## config.mk

```make
export PLATFORM = sky130hd
export DESIGN_NAME = tlb_op_ctrl
export DESIGN_NICKNAME = d
export VERILOG_FILES = /design/src/rtl/cpu_defs.sv /design/src/rtl/tlb_op_ctrl_arb.sv /design/src/rtl/tlb_op_ctrl.sv
export SDC_FILE = /design/constraint.sdc
export NUM_CORES = 1
export LEC_CHECK = 0
export CAP_MARGIN = 15
export CORE_AREA = 2 2 194 196
export CTS_BUF_LIST = sky130_fd_sc_hd__clkbuf_4 sky130_fd_sc_hd__clkbuf_8 sky130_fd_sc_hd__clkbuf_16
export CTS_CLUSTER_SIZE = 40
export DETAILED_ROUTE_END_ITERATION = 10
export DIE_AREA = 0 0 196 198
export PLACE_DENSITY = 0.43
export SLEW_MARGIN = 0
export SYNTH_ARGS = -nofsm -noshare
export SYNTH_HDL_FRONTEND = slang
export SYNTH_SLANG_ARGS = --single-unit
```

## constraint.sdc

```tcl
create_clock -name clk -period 2.9 [get_ports clk]
set_input_delay 0.58 -clock clk [delete_from_list [all_inputs] [get_ports clk]]
set_output_delay 0.58 -clock clk [all_outputs]
set_load 0.02 [all_outputs]
```

## src/rtl/cpu_defs.sv

```systemverilog
// Shared CPU definitions: TLB instruction opcodes, the TLB entry layout and
// the EntryLo field positions used to build TLB write data.
package cpu_defs;

  localparam int TLB_ENTRIES = 16;

  localparam int LO_PFN_HI = 25;
  localparam int LO_PFN_LO = 6;
  localparam int LO_C_HI   = 5;
  localparam int LO_C_LO   = 3;
  localparam int LO_D      = 2;
  localparam int LO_V      = 1;
  localparam int LO_G      = 0;

  typedef enum logic [1:0] {
    TLBP  = 2'd0,
    TLBR  = 2'd1,
    TLBWI = 2'd2,
    TLBWR = 2'd3
  } TlbOp_t;

  typedef enum logic [2:0] {
    S_IDLE   = 3'd0,
    S_READ   = 3'd1,
    S_RDONE  = 3'd2,
    S_SEARCH = 3'd3,
    S_PRES   = 3'd4,
    S_WRITE  = 3'd5
  } TlbState_t;

  typedef struct packed {
    logic [18:0] vpn2;
    logic [7:0]  asid;
    logic        g;
    logic [19:0] pfn0;
    logic [2:0]  c0;
    logic        d0;
    logic        v0;
    logic [19:0] pfn1;
    logic [2:0]  c1;
    logic        d1;
    logic        v1;
  } TLBEntry_t;

  // Global bit is shared by both halves, so it is the AND of the two G bits.
  function automatic TLBEntry_t build_entry(input logic [31:0] hi,
                                            input logic [31:0] lo0,
                                            input logic [31:0] lo1);
    TLBEntry_t e;
    e.vpn2 = hi[31:13];
    e.asid = hi[7:0];
    e.g    = lo0[LO_G] & lo1[LO_G];
    e.pfn0 = lo0[LO_PFN_HI:LO_PFN_LO];
    e.c0   = lo0[LO_C_HI:LO_C_LO];
    e.d0   = lo0[LO_D];
    e.v0   = lo0[LO_V];
    e.pfn1 = lo1[LO_PFN_HI:LO_PFN_LO];
    e.c1   = lo1[LO_C_HI:LO_C_LO];
    e.d1   = lo1[LO_D];
    e.v1   = lo1[LO_V];
    return e;
  endfunction

endpackage

```

## src/rtl/tlb_op_ctrl_arb.sv

```systemverilog
// Search-port arbiter: the data MMU normally owns the port, but a pending
// TLBP is granted after STARVE_LIMIT consecutive data-MMU wins.
module tlb_search_arb #(
  parameter int STARVE_LIMIT = 4
) (
  input  logic        clk,
  input  logic        rst,
  input  logic        i_search,
  input  logic        i_dmmu_req,
  input  logic [18:0] i_dmmu_vpn2,
  input  logic [7:0]  i_dmmu_asid,
  input  logic [18:0] i_own_vpn2,
  input  logic [7:0]  i_own_asid,
  output logic        o_dmmu_gnt,
  output logic        o_force,
  output logic [18:0] o_srch_vpn2,
  output logic [7:0]  o_srch_asid
);

  localparam int CNT_W = $clog2(STARVE_LIMIT + 1);
  localparam logic [CNT_W-1:0] LIMIT = CNT_W'(STARVE_LIMIT);

  logic [CNT_W-1:0] r_cnt;
  logic             w_dmmu_win;

  always_comb begin
    w_dmmu_win  = i_dmmu_req && (!i_search || (r_cnt < LIMIT));
    o_dmmu_gnt  = w_dmmu_win;
    o_force     = i_search && !w_dmmu_win;
    if (w_dmmu_win) begin
      o_srch_vpn2 = i_dmmu_vpn2;
      o_srch_asid = i_dmmu_asid;
    end else if (i_search) begin
      o_srch_vpn2 = i_own_vpn2;
      o_srch_asid = i_own_asid;
    end else begin
      o_srch_vpn2 = i_dmmu_vpn2;
      o_srch_asid = i_dmmu_asid;
    end
  end

  // Counts data-MMU wins while a TLBP waits; any other cycle restarts it.
  always_ff @(posedge clk) begin
    if (rst) begin
      r_cnt <= '0;
    end else if (i_search && w_dmmu_win) begin
      r_cnt <= r_cnt + CNT_W'(1);
    end else begin
      r_cnt <= '0;
    end
  end

endmodule

```

## src/rtl/tlb_op_ctrl.sv

```systemverilog
// Sequences TLBP/TLBR/TLBWI/TLBWR from WB against the single-ported TLB and
// returns results to cp0 as one-cycle pulses.
module tlb_op_ctrl
  import cpu_defs::*;
#(
  parameter int TLB_ENTRIES  = cpu_defs::TLB_ENTRIES,
  parameter int IDX_W        = $clog2(TLB_ENTRIES),
  parameter int STARVE_LIMIT = 4
) (
  input  logic             clk,
  input  logic             rst,
  input  logic             op_valid,
  input  TlbOp_t           op,
  output logic             op_done,
  output logic             busy,
  input  logic [31:0]      cp0_index,
  input  logic [31:0]      cp0_random,
  input  logic [31:0]      cp0_entry_hi,
  input  logic [31:0]      cp0_entry_lo0,
  input  logic [31:0]      cp0_entry_lo1,
  output logic             tlb_we,
  output logic [IDX_W-1:0] tlb_widx,
  output TLBEntry_t        tlb_wentry,
  output logic [IDX_W-1:0] tlb_ridx,
  input  TLBEntry_t        tlb_rentry,
  input  logic             dmmu_req,
  input  logic [18:0]      dmmu_vpn2,
  input  logic [7:0]       dmmu_asid,
  output logic             dmmu_gnt,
  output logic [18:0]      srch_vpn2,
  output logic [7:0]       srch_asid,
  input  logic             srch_hit,
  input  logic [IDX_W-1:0] srch_idx,
  output logic             tlbr_req,
  output TLBEntry_t        tlbr_res,
  output logic             tlbp_req,
  output logic [31:0]      tlbp_res
);

  TlbState_t        r_state;
  TlbState_t        w_next;
  TlbOp_t           r_op;
  TLBEntry_t        r_went;
  logic [IDX_W-1:0] r_index;
  logic [IDX_W-1:0] r_random;
  logic             r_done_d;
  logic             w_accept;
  logic             w_force;
  logic             w_unused_bits;

  assign w_unused_bits = ^{cp0_index[31:IDX_W], cp0_random[31:IDX_W],
                           cp0_entry_hi[12:8], cp0_entry_lo0[31:26],
                           cp0_entry_lo1[31:26]};

  // The cycle after op_done still sees op_valid high from WB; do not re-issue.
  assign w_accept = op_valid && !r_done_d && (r_state == S_IDLE);

  tlb_search_arb #(.STARVE_LIMIT(STARVE_LIMIT)) u_arb (
    .clk         (clk),
    .rst         (rst),
    .i_search    (r_state == S_SEARCH),
    .i_dmmu_req  (dmmu_req),
    .i_dmmu_vpn2 (dmmu_vpn2),
    .i_dmmu_asid (dmmu_asid),
    .i_own_vpn2  (r_went.vpn2),
    .i_own_asid  (r_went.asid),
    .o_dmmu_gnt  (dmmu_gnt),
    .o_force     (w_force),
    .o_srch_vpn2 (srch_vpn2),
    .o_srch_asid (srch_asid)
  );

  // State register.
  always_ff @(posedge clk) begin
    if (rst) begin
      r_state <= S_IDLE;
    end else begin
      r_state <= w_next;
    end
  end

  // Snapshot of CP0 operands at issue so later CP0 updates cannot leak in.
  always_ff @(posedge clk) begin
    if (rst) begin
      r_op     <= TLBP;
      r_went   <= '0;
      r_index  <= '0;
      r_random <= '0;
      r_done_d <= 1'b0;
    end else begin
      r_done_d <= op_done;
      if (w_accept) begin
        r_op     <= op;
        r_went   <= build_entry(cp0_entry_hi, cp0_entry_lo0, cp0_entry_lo1);
        r_index  <= cp0_index[IDX_W-1:0];
        r_random <= cp0_random[IDX_W-1:0];
      end
    end
  end

  // Next-state and output decode.
  always_comb begin
    w_next     = r_state;
    busy       = (r_state != S_IDLE);
    op_done    = 1'b0;
    tlb_we     = 1'b0;
    tlb_widx   = '0;
    tlb_wentry = '0;
    tlb_ridx   = '0;
    tlbr_req   = 1'b0;
    tlbr_res   = '0;
    tlbp_req   = 1'b0;
    tlbp_res   = 32'h0000_0000;
    case (r_state)
      S_IDLE: begin
        if (w_accept) begin
          case (op)
            TLBP:        w_next = S_SEARCH;
            TLBR:        w_next = S_READ;
            TLBWI, TLBWR: w_next = S_WRITE;
            default:     w_next = S_IDLE;
          endcase
        end else begin
          w_next = S_IDLE;
        end
      end
      S_READ: begin
        tlb_ridx = r_index;
        w_next   = S_RDONE;
      end
      S_RDONE: begin
        tlbr_req = 1'b1;
        tlbr_res = tlb_rentry;
        op_done  = 1'b1;
        w_next   = S_IDLE;
      end
      S_SEARCH: begin
        if (w_force) begin
          w_next = S_PRES;
        end else begin
          w_next = S_SEARCH;
        end
      end
      S_PRES: begin
        tlbp_req = 1'b1;
        op_done  = 1'b1;
        if (srch_hit) begin
          tlbp_res = {{(32-IDX_W){1'b0}}, srch_idx};
        end else begin
          tlbp_res = 32'h8000_0000;
        end
        w_next = S_IDLE;
      end
      S_WRITE: begin
        tlb_we     = 1'b1;
        op_done    = 1'b1;
        tlb_widx   = (r_op == TLBWR) ? r_random : r_index;
        tlb_wentry = r_went;
        w_next     = S_IDLE;
      end
      default: begin
        w_next = S_IDLE;
      end
    endcase
  end

endmodule

```

## Yosys cells after proc, flatten, opt, wreduce, memory -nomap -nowiden

Cells that the tools add are included.

| operators by class | value |
|---|---|
| reductions and logical operators | 15 |
| mux-type cells | 19 |
| equal/unequal tests | 9 |
| $lt $le $gt $ge | 1 |
| $add $sub $neg | 1 |
| bitwise logic cells | 2 |

Operators by type and width:

| operator | count |
|---|---|
| $mux W78 | 2 |
| $mux W32 | 2 |
| $mux W19 | 2 |
| $pmux W3 S3 | 2 |
| $mux W8 | 2 |
| $mux W4 | 3 |
| $eq A2 B2 Y1 const B | 3 |
| $eq A3 B2 Y1 const B | 2 |
| $eq A3 B3 Y1 const B | 2 |
| $mux W3 | 2 |
| $logic_and A1 B1 Y1 | 5 |
| $mux W1 | 4 |
| $reduce_or A2 Y1 | 2 |
| $add A3 B1 Y3 const B | 1 |
| $eq A3 B1 Y1 const B | 1 |
| $logic_not A1 Y1 | 3 |
| $logic_not A3 Y1 | 1 |
| $lt A3 B3 Y1 const B | 1 |
| $reduce_bool A3 Y1 | 1 |
| $reduce_or A3 Y1 | 1 |
| $eq A2 B1 Y1 const B | 1 |
| $logic_not A2 Y1 | 1 |
| $and A1 B1 Y1 | 1 |
| $logic_or A1 B1 Y1 | 1 |
| $not A1 Y1 | 1 |

| word-level totals | value |
|---|---|
| word-level logic and storage cells | 64 |
| output and inout port bits | 229 |
| bits in registers | 95 |

## Logic depth before layout (Yosys ltp)

Gate-level depths: netlist (run 1).

| logic depth | value |
|---|---|
| depth after elaboration | 8 |
| gate-level depth with buffers | 6 |
| gate-level depth less buffers | 4 |

## Cells and area by module

Synthesis (run 1) repeated with hierarchy kept, for this count alone.

| second synthesis, totals | value |
|---|---|
| cell total of the unflattened synthesis | 691 |
| area total of the unflattened synthesis | 5386.4 um2 |

By module, submodules not included:

| module | cells an instance | seq. area each (um2) | instances | area each (um2) |
|---|---|---|---|---|
| tlb_op_ctrl | 650 | 1841.8 | 1 | 4853.4 |
| tlb_search_arb | 41 | 60.1 | 1 | 533.0 |

## Worst setup path before layout (run 1)

OpenSTA, ideal clock, no wires.

| timing | value |
|---|---|
| path type | reg2out |
| start point | register r_state[2] |
| end point | output tlbp_res[31] |
| path slack | 744 ps |
| buffers on the path | 2 |
| arrival time | 1576 ps |
| stages on the path, launching flop included | 6 |
| cell sequence | dfxtp_1 > buf_2 > nor2b_1 > clkbuf_1 > and2_0 > nor2b_1 |

| on the way | value |
|---|---|
| word-level cells in the longest chain between the ends | 2 |

RTL lines:

| what | line | text |
|---|---|---|
| from (decl) | tlb_op_ctrl.sv:40 | `TlbState_t r_state;` |
| from (signal assigned) | tlb_op_ctrl.sv:78 | `r_state <= w_next;` |
| $eq A3 B3 Y1 | tlb_op_ctrl.sv:114 | `case (r_state)` |
| $mux W32 | tlb_op_ctrl.sv:114 |  |
| to (decl) | tlb_op_ctrl.sv:37 | `output logic [31:0] tlbp_res` |

No other way between the ends.

==> results of run 1 <==
[flip-flops by register name, summed over array words and instances, names as in the netlist]
register	count
r_op	2
r_random	4
r_index	4
u_arb.r_cnt	3
r_done_d	1
r_state	3
r_went	78
[cells by family after synthesis]
family          synth area share [%]
other cells                   0.0703
simple gates                    30.7
compound gates                  17.7
mux                             5.70
flops                           35.6
xor+xnor                       0.164
buf+inv                         9.77
fa+ha+maj                      0.234
[path summary, 6_finish.rpt]
check,from,end,slack (ns),depth (start not counted)
setup / recovery,r_state[2],tlbr_res[14],0.07,5
setup reg to reg,r_state[0],r_went[29],0.93,6
hold / removal,u_arb.r_cnt[0],u_arb.r_cnt[0],0.42,1
hold reg to reg,u_arb.r_cnt[0],u_arb.r_cnt[0],0.42,1
[repair_timing]
| item | in CTS | in global routing |
|---|---|---|
| pin swaps | 0 | 0 |
| setup endpoints to repair | 76 | 36 |
| hold endpoints to repair | 0 | 0 |
| resized for setup | 28 | 3 |
[Yosys cell counts, drive strengths merged (6+ instances only)]
cell | instances | area share, %
a21oi | 94 | 8.8
and2 | 79 | 9.3
and3 | 86 | 10
buf | 33 | 4.4
clkbuf | 73 | 5.1
dfxtp | 95 | 36
mux2 | 27 | 5.7
nand2 | 7 | 0.49
nand3 | 91 | 8.5
nor2 | 6 | 0.42
o21ai | 88 | 8.3
[where the power goes]
| group | switching [mW] | internal, mW |
|---|---|---|
| sequential | 0.0733 | 1.42 |
| combinational | 0.705 | 0.565 |
| clock | 0.578 | 0.699 |
| total | 1.36 | 2.69 |
[critical path: cells and delay by family (launching register included)]
family / cells / cell delay (ns)
buffers and inverters: 3 / 1.06
flip-flops: 1 / 0.34
AND/OR/NAND/NOR: 2 / 0.45
[metal layers]
layer  GRT usage, %  vias up  wire length [um]
li1               -     3107                 -
met1           15.9     3081             11400
met5              0        -                13
met2           27.1      306             15300
met3           4.67       14              2320
met4           3.23        2               328
[through the flow]
stage          cells  hold slack, ns  setup slack [ns]
3_5_place_dp    1523           0.419            -0.116
3_3_place_gp    1523           0.414            -0.122
6_report        1541           0.421            0.0748
2_1_floorplan    730           0.399             0.744
4_1_cts         1539           0.429           0.00980
5_1_grt         1539           0.448           -0.0552
[final cells by class]
type / count / area (um^2) / share of cell area, %
clock inverters: 6 / 67.6 / 0.670
clock buffers: 10 / 239 / 2.37
repair buffers: 425 / 4210 / 41.8
diodes: 2 / 5.00 / 0.0496
flip-flops and latches: 95 / 1910 / 18.9
multi-input cells: 525 / 3050 / 30.2
inverters: 4 / 16.3 / 0.161
well taps: 474 / 593 / 5.88
==> metrics.txt, run 1 <==
Slew HR=64.4%; Async S/R FF share, synth=0%; # rows=71; Final Total Pwr=4.04 mW; first-pass iteration count of the detailed router=5; FF+latch count, synth=95; cts-stage hold buffer count=0; Remaining DRCs=0; clock buffer count from CTS=9; Ys Warns=0; IO Count=505; detailed placer's ending HPWL=22.2 mm; Final GP Congestion=0.777; most common cell after layout, fill and taps aside=clkdlybuf4s50_1; max-cap check violation count=0; Port Buffers=404; Tmin final=2.83 ns; Final Cycle Share=97.4%; total gr overflow=0; fillers=4,051; htree depth=3; Power Density=401 nW/um^2; final-stage net count=1,337; Mapped Avg Cell Area=7.58 um^2; mapped cell area=5340 um^2; WL final=29.3 mm; Netlist cell types=32; Slew @ Worst Pin=0.534 ns; CP max FO=80; Antenna Nets Post-Route=0; Fin. Hold Viols=0; first-pass GRT wire length=41.6 mm; CP Capture Type=primary output; Reg clk slew, reported paths=0.07 ns; Initial Util=14.4%; clock buffer depth=2; synth-to-layout area growth=89.0%; Post-CTS Setup Bufs=0; final setup vio count=0; core region area=37,000 um^2; most frequent cells in the layout=346 x clkdlybuf4s50_1, 94 x a21oi_1, 93 x dfxtp_1; worst-path cell chain=buf_4 -> nor3b_4 -> buf_12 -> and2_1 -> clkdlybuf4s50_1; vias in the first global route=6,342; clock skew=0.0112 ns; CP Data Arrival Time=2.25 ns; Post-synth EDFFs=0; sequential area share after synthesis=35.6%; antenna violations before repair=3; Setup crit start kind=flop; RSZ-0062 raised after global routing=true; Die ar.=38,800 um^2; Setup TNS=0 ns; fmax=0.354 GHz; post-layout util=27.3%; vias after detailed routing=6,510; Hold Crit Class=flop to flop; root buf cell=clkbuf_16; later-pin clock latency in the skew report=0.36 ns; largest net degree at the start of global routing=89; clk sinks=95; GR Util All Layers=14.5%; CP max-delay cell=clkdlybuf4s50_1; CTS tree=built; WS Path Type=flop to primary output; layout cells sized above 1=9.67%; Finished Cell Area=10,100 um^2; die height=198 um; Worst Path Required=2.32 ns; Placed Area=9800 um^2; Top FF cell, synth=dfxtp_1; Avg Vias per Cell=4.22; DR WL/cell=19.0 um; Post-Synthesis Cells=704; Die W=196 um; max incr delay on CP=0.62 ns; P_leak=4.05 nW; status=finished, final reports clean; DR iter-0 viols=246; VDD IR-drop max=0.000242 V; Final Max Tran Viols=0
No activity file was read; power rests on OpenSTA's default activity.
==> inputs of run 2 (changes only) <==
Settings changed: CELL_PAD_IN_SITES_DETAIL_PLACEMENT from default to 2, CELL_PAD_IN_SITES_GLOBAL_PLACEMENT from default to 2, CORE_AREA 2 2 194 196 to 2 2 198 200, DIE_AREA 0 0 196 198 to 0 0 200 202, PLACE_DENSITY 0.43 to 0.78, RECOVER_POWER from default to 25.
==> metrics.txt, run 2 (synthesis results as in run 1) <==
Power Density=411 nW/um^2 (was 401 nW/um^2); CP Data Arrival Time=2.19 ns (was 2.25 ns); total gr overflow=0 (unchanged); antenna violations before repair=5 (was 3); DR WL/cell=20.0 um (was 19.0 um); clock buffer depth=2 (unchanged); Hold Crit Class=flop to flop (unchanged); Initial Util=13.9% (was 14.4%); hold_ws=0.441 ns (was 0.421 ns); combinational power share=30.3% (was 31.4%); switch share=32.8% (was 33.6%); # rows=72 (was 71); Flop pwr share=35.6% (was 37.0%); most common cell after layout, fill and taps aside=clkdlybuf4s50_1 (unchanged); Non-Filler Instances=1,585 (was 1,541); CP max FO=14 (was 80); clock skew=0.0168 ns (was 0.0112 ns); cts-stage hold buffer count=0 (unchanged); FF+latch area=1910 um^2 (unchanged); vias in the first global route=7,121 (was 6,342); core region area=38,300 um^2 (was 37,000 um^2); RSZ-0062 raised after global routing=false (was true); DR iter-0 viols=110 (was 246); Setup crit start kind=input port (was flop); Antenna Nets Post-Route=0 (unchanged); clock buffer count from CTS=9 (unchanged); htree depth=3 (unchanged); n_diodes=0 (was 2); layout cells sized above 1=7.97% (was 9.67%); P_leak=4.29 nW (was 4.05 nW); first-pass iteration count of the detailed router=4 (was 5); Fin. Hold Viols=0 (unchanged); root buf cell=clkbuf_16 (unchanged); die height=202 um (was 198 um); Port Buffers=404 (unchanged); DP Worst Slack=-0.0966 ns (was -0.116 ns); Final Cycle Share=95.6% (was 97.4%); Slew @ Worst Pin=1.20 ns (was 0.534 ns); clock power share=34.1% (was 31.6%); max reg flops=78 (unchanged); fmax=0.361 GHz (was 0.354 GHz); WS Path Type=input port to primary output (was flop to primary output); later-pin clock latency in the skew report=0.37 ns (was 0.36 ns); Placed Area=9830 um^2 (was 9800 um^2); Largest Register=r_went (unchanged); Finished Cell Area=10,200 um^2 (was 10,100 um^2); synth-to-layout area growth=91.1% (was 89.0%); dpl cells=1,566 (was 1,523); vias after detailed routing=6,715 (was 6,510); clk sinks=95 (unchanged); first-pass GRT wire length=44.7 mm (was 41.6 mm); most frequent cells in the layout=340 x clkdlybuf4s50_1, 94 x a21oi_1, 93 x dfxtp_1 (was 346 x clkdlybuf4s50_1, 94 x a21oi_1, 93 x dfxtp_1); Reg clk slew, reported paths=0.06 ns (was 0.07 ns); detailed placer's ending HPWL=23.3 mm (was 22.2 mm); Slew HR=20.2% (was 64.4%); VDD IR-drop max=0.000284 V (was 0.000242 V); largest net degree at the start of global routing=89 (unchanged); Remaining DRCs=0 (unchanged); GR Util All Layers=14.9% (was 14.5%); Final WS setup=0.128 ns (was 0.0748 ns); cell-internal power=2.82 mW (was 2.69 mW); Worst Path Required=2.32 ns (about the same); Final Max Tran Viols=0 (unchanged); Final Total Pwr=4.19 mW (was 4.04 mW); WL final=31.7 mm (was 29.3 mm); Tmin final=2.77 ns (was 2.83 ns); CTS tree=built (unchanged); Final GP Congestion=0.741 (was 0.777); fillers=4,445 (was 4,051); max-cap check violation count=0 (unchanged); CP Capture Type=primary output (unchanged); IO Count=505 (unchanged); Die W=200 um (was 196 um); status=finished, final reports clean (unchanged); Avg Vias per Cell=4.24 (was 4.22); P_sw=1.38 mW (was 1.36 mW); largest registers=r_went x78, r_index x4, r_random x4 (unchanged); final-stage net count=1,340 (was 1,337); Die ar.=40,400 um^2 (was 38,800 um^2); final setup vio count=0 (unchanged); Multi-input gate area=3040 um^2 (was 3050 um^2)
run 2: changes by cell type in the layout (fill, tap and decap cells not counted), sizes merged:
cell and change:
diode -2, clkdlybuf4s50 -6, dlymetal6s2s +14, dlygate4sd2 +7
clkbuf +7, bufinv +2, clkinvlp +1, clkinv -4
buf -20, inv +1
run 2: cell type report:
type	instances	share of cell area, %
inverter	4	0.147
tap	518	6.35
timing repair buffer	428	41.7
sequential	95	18.7
clock buffer	9	2.21
clock inverter	6	1.13
multi-input combinational	525	29.8
run 2: power groups by stage:
stage	combinational, mW	sequential (mW)	clock, mW
6_report	1.27	1.49	1.43
3_5_place_dp	1.31	1.53	0
3_3_place_gp	1.28	1.52	0
5_1_grt	1.38	1.51	1.55
2_1_floorplan	0.649	1.49	0
4_1_cts	1.30	1.50	1.50
run 2: metal layers:
metal / GRT usage [%] / part of all wire, % / vias to the layer above
li1: - / - / 3109
met1: 15.2 / 37 / 3290
met2: 28.3 / 53 / 278
met3: 5.36 / 8.5 / 34
met4: 4.07 / 1.7 / 4
met5: 0 / 0.073 / -
run 2: final timing paths:
check,from,end,slack (ns),cells after the start
worst max register to register,r_state[0],r_went[64],0.33,5
worst max-delay path,dmmu_req,srch_vpn2[3],0.13,6
worst min register to register,u_arb.r_cnt[0],u_arb.r_cnt[0],0.44,1
worst min-delay path,u_arb.r_cnt[0],u_arb.r_cnt[0],0.44,1
run 2: per-stage QoR:
stage / setup TNS [ns] / utilization, %
finish: 0 / 26.6
detailed placement: -1.61 / 25.7
floorplan: 0 / -
CTS: 0 / 26.6
global route: 0 / 26.6
global placement: -1.22 / 25.7
run 2: repair_timing:
action / in CTS / in global routing
buffers inserted: 0 / 2
setup endpoints to repair: 175 / 59
hold endpoints to repair: 0 / 0
resized for setup: 40 / 21
cloned: 1 / 1
run 2: worst max-delay path: stages:
cell	delay (ns)
clkdlybuf4s50_1	0.48
nand2b_1	0.08
nand2_2	0.17
buf_12	0.19
mux2_2	0.35
dlygate4sd2_1	0.34
==> inputs of run 3 (changes only) <==
Settings changed: GPL_ROUTABILITY_DRIVEN from default to 1.
==> results of run 3 <==
No change in the layout: final DEF, timing and power equal those of run 2.
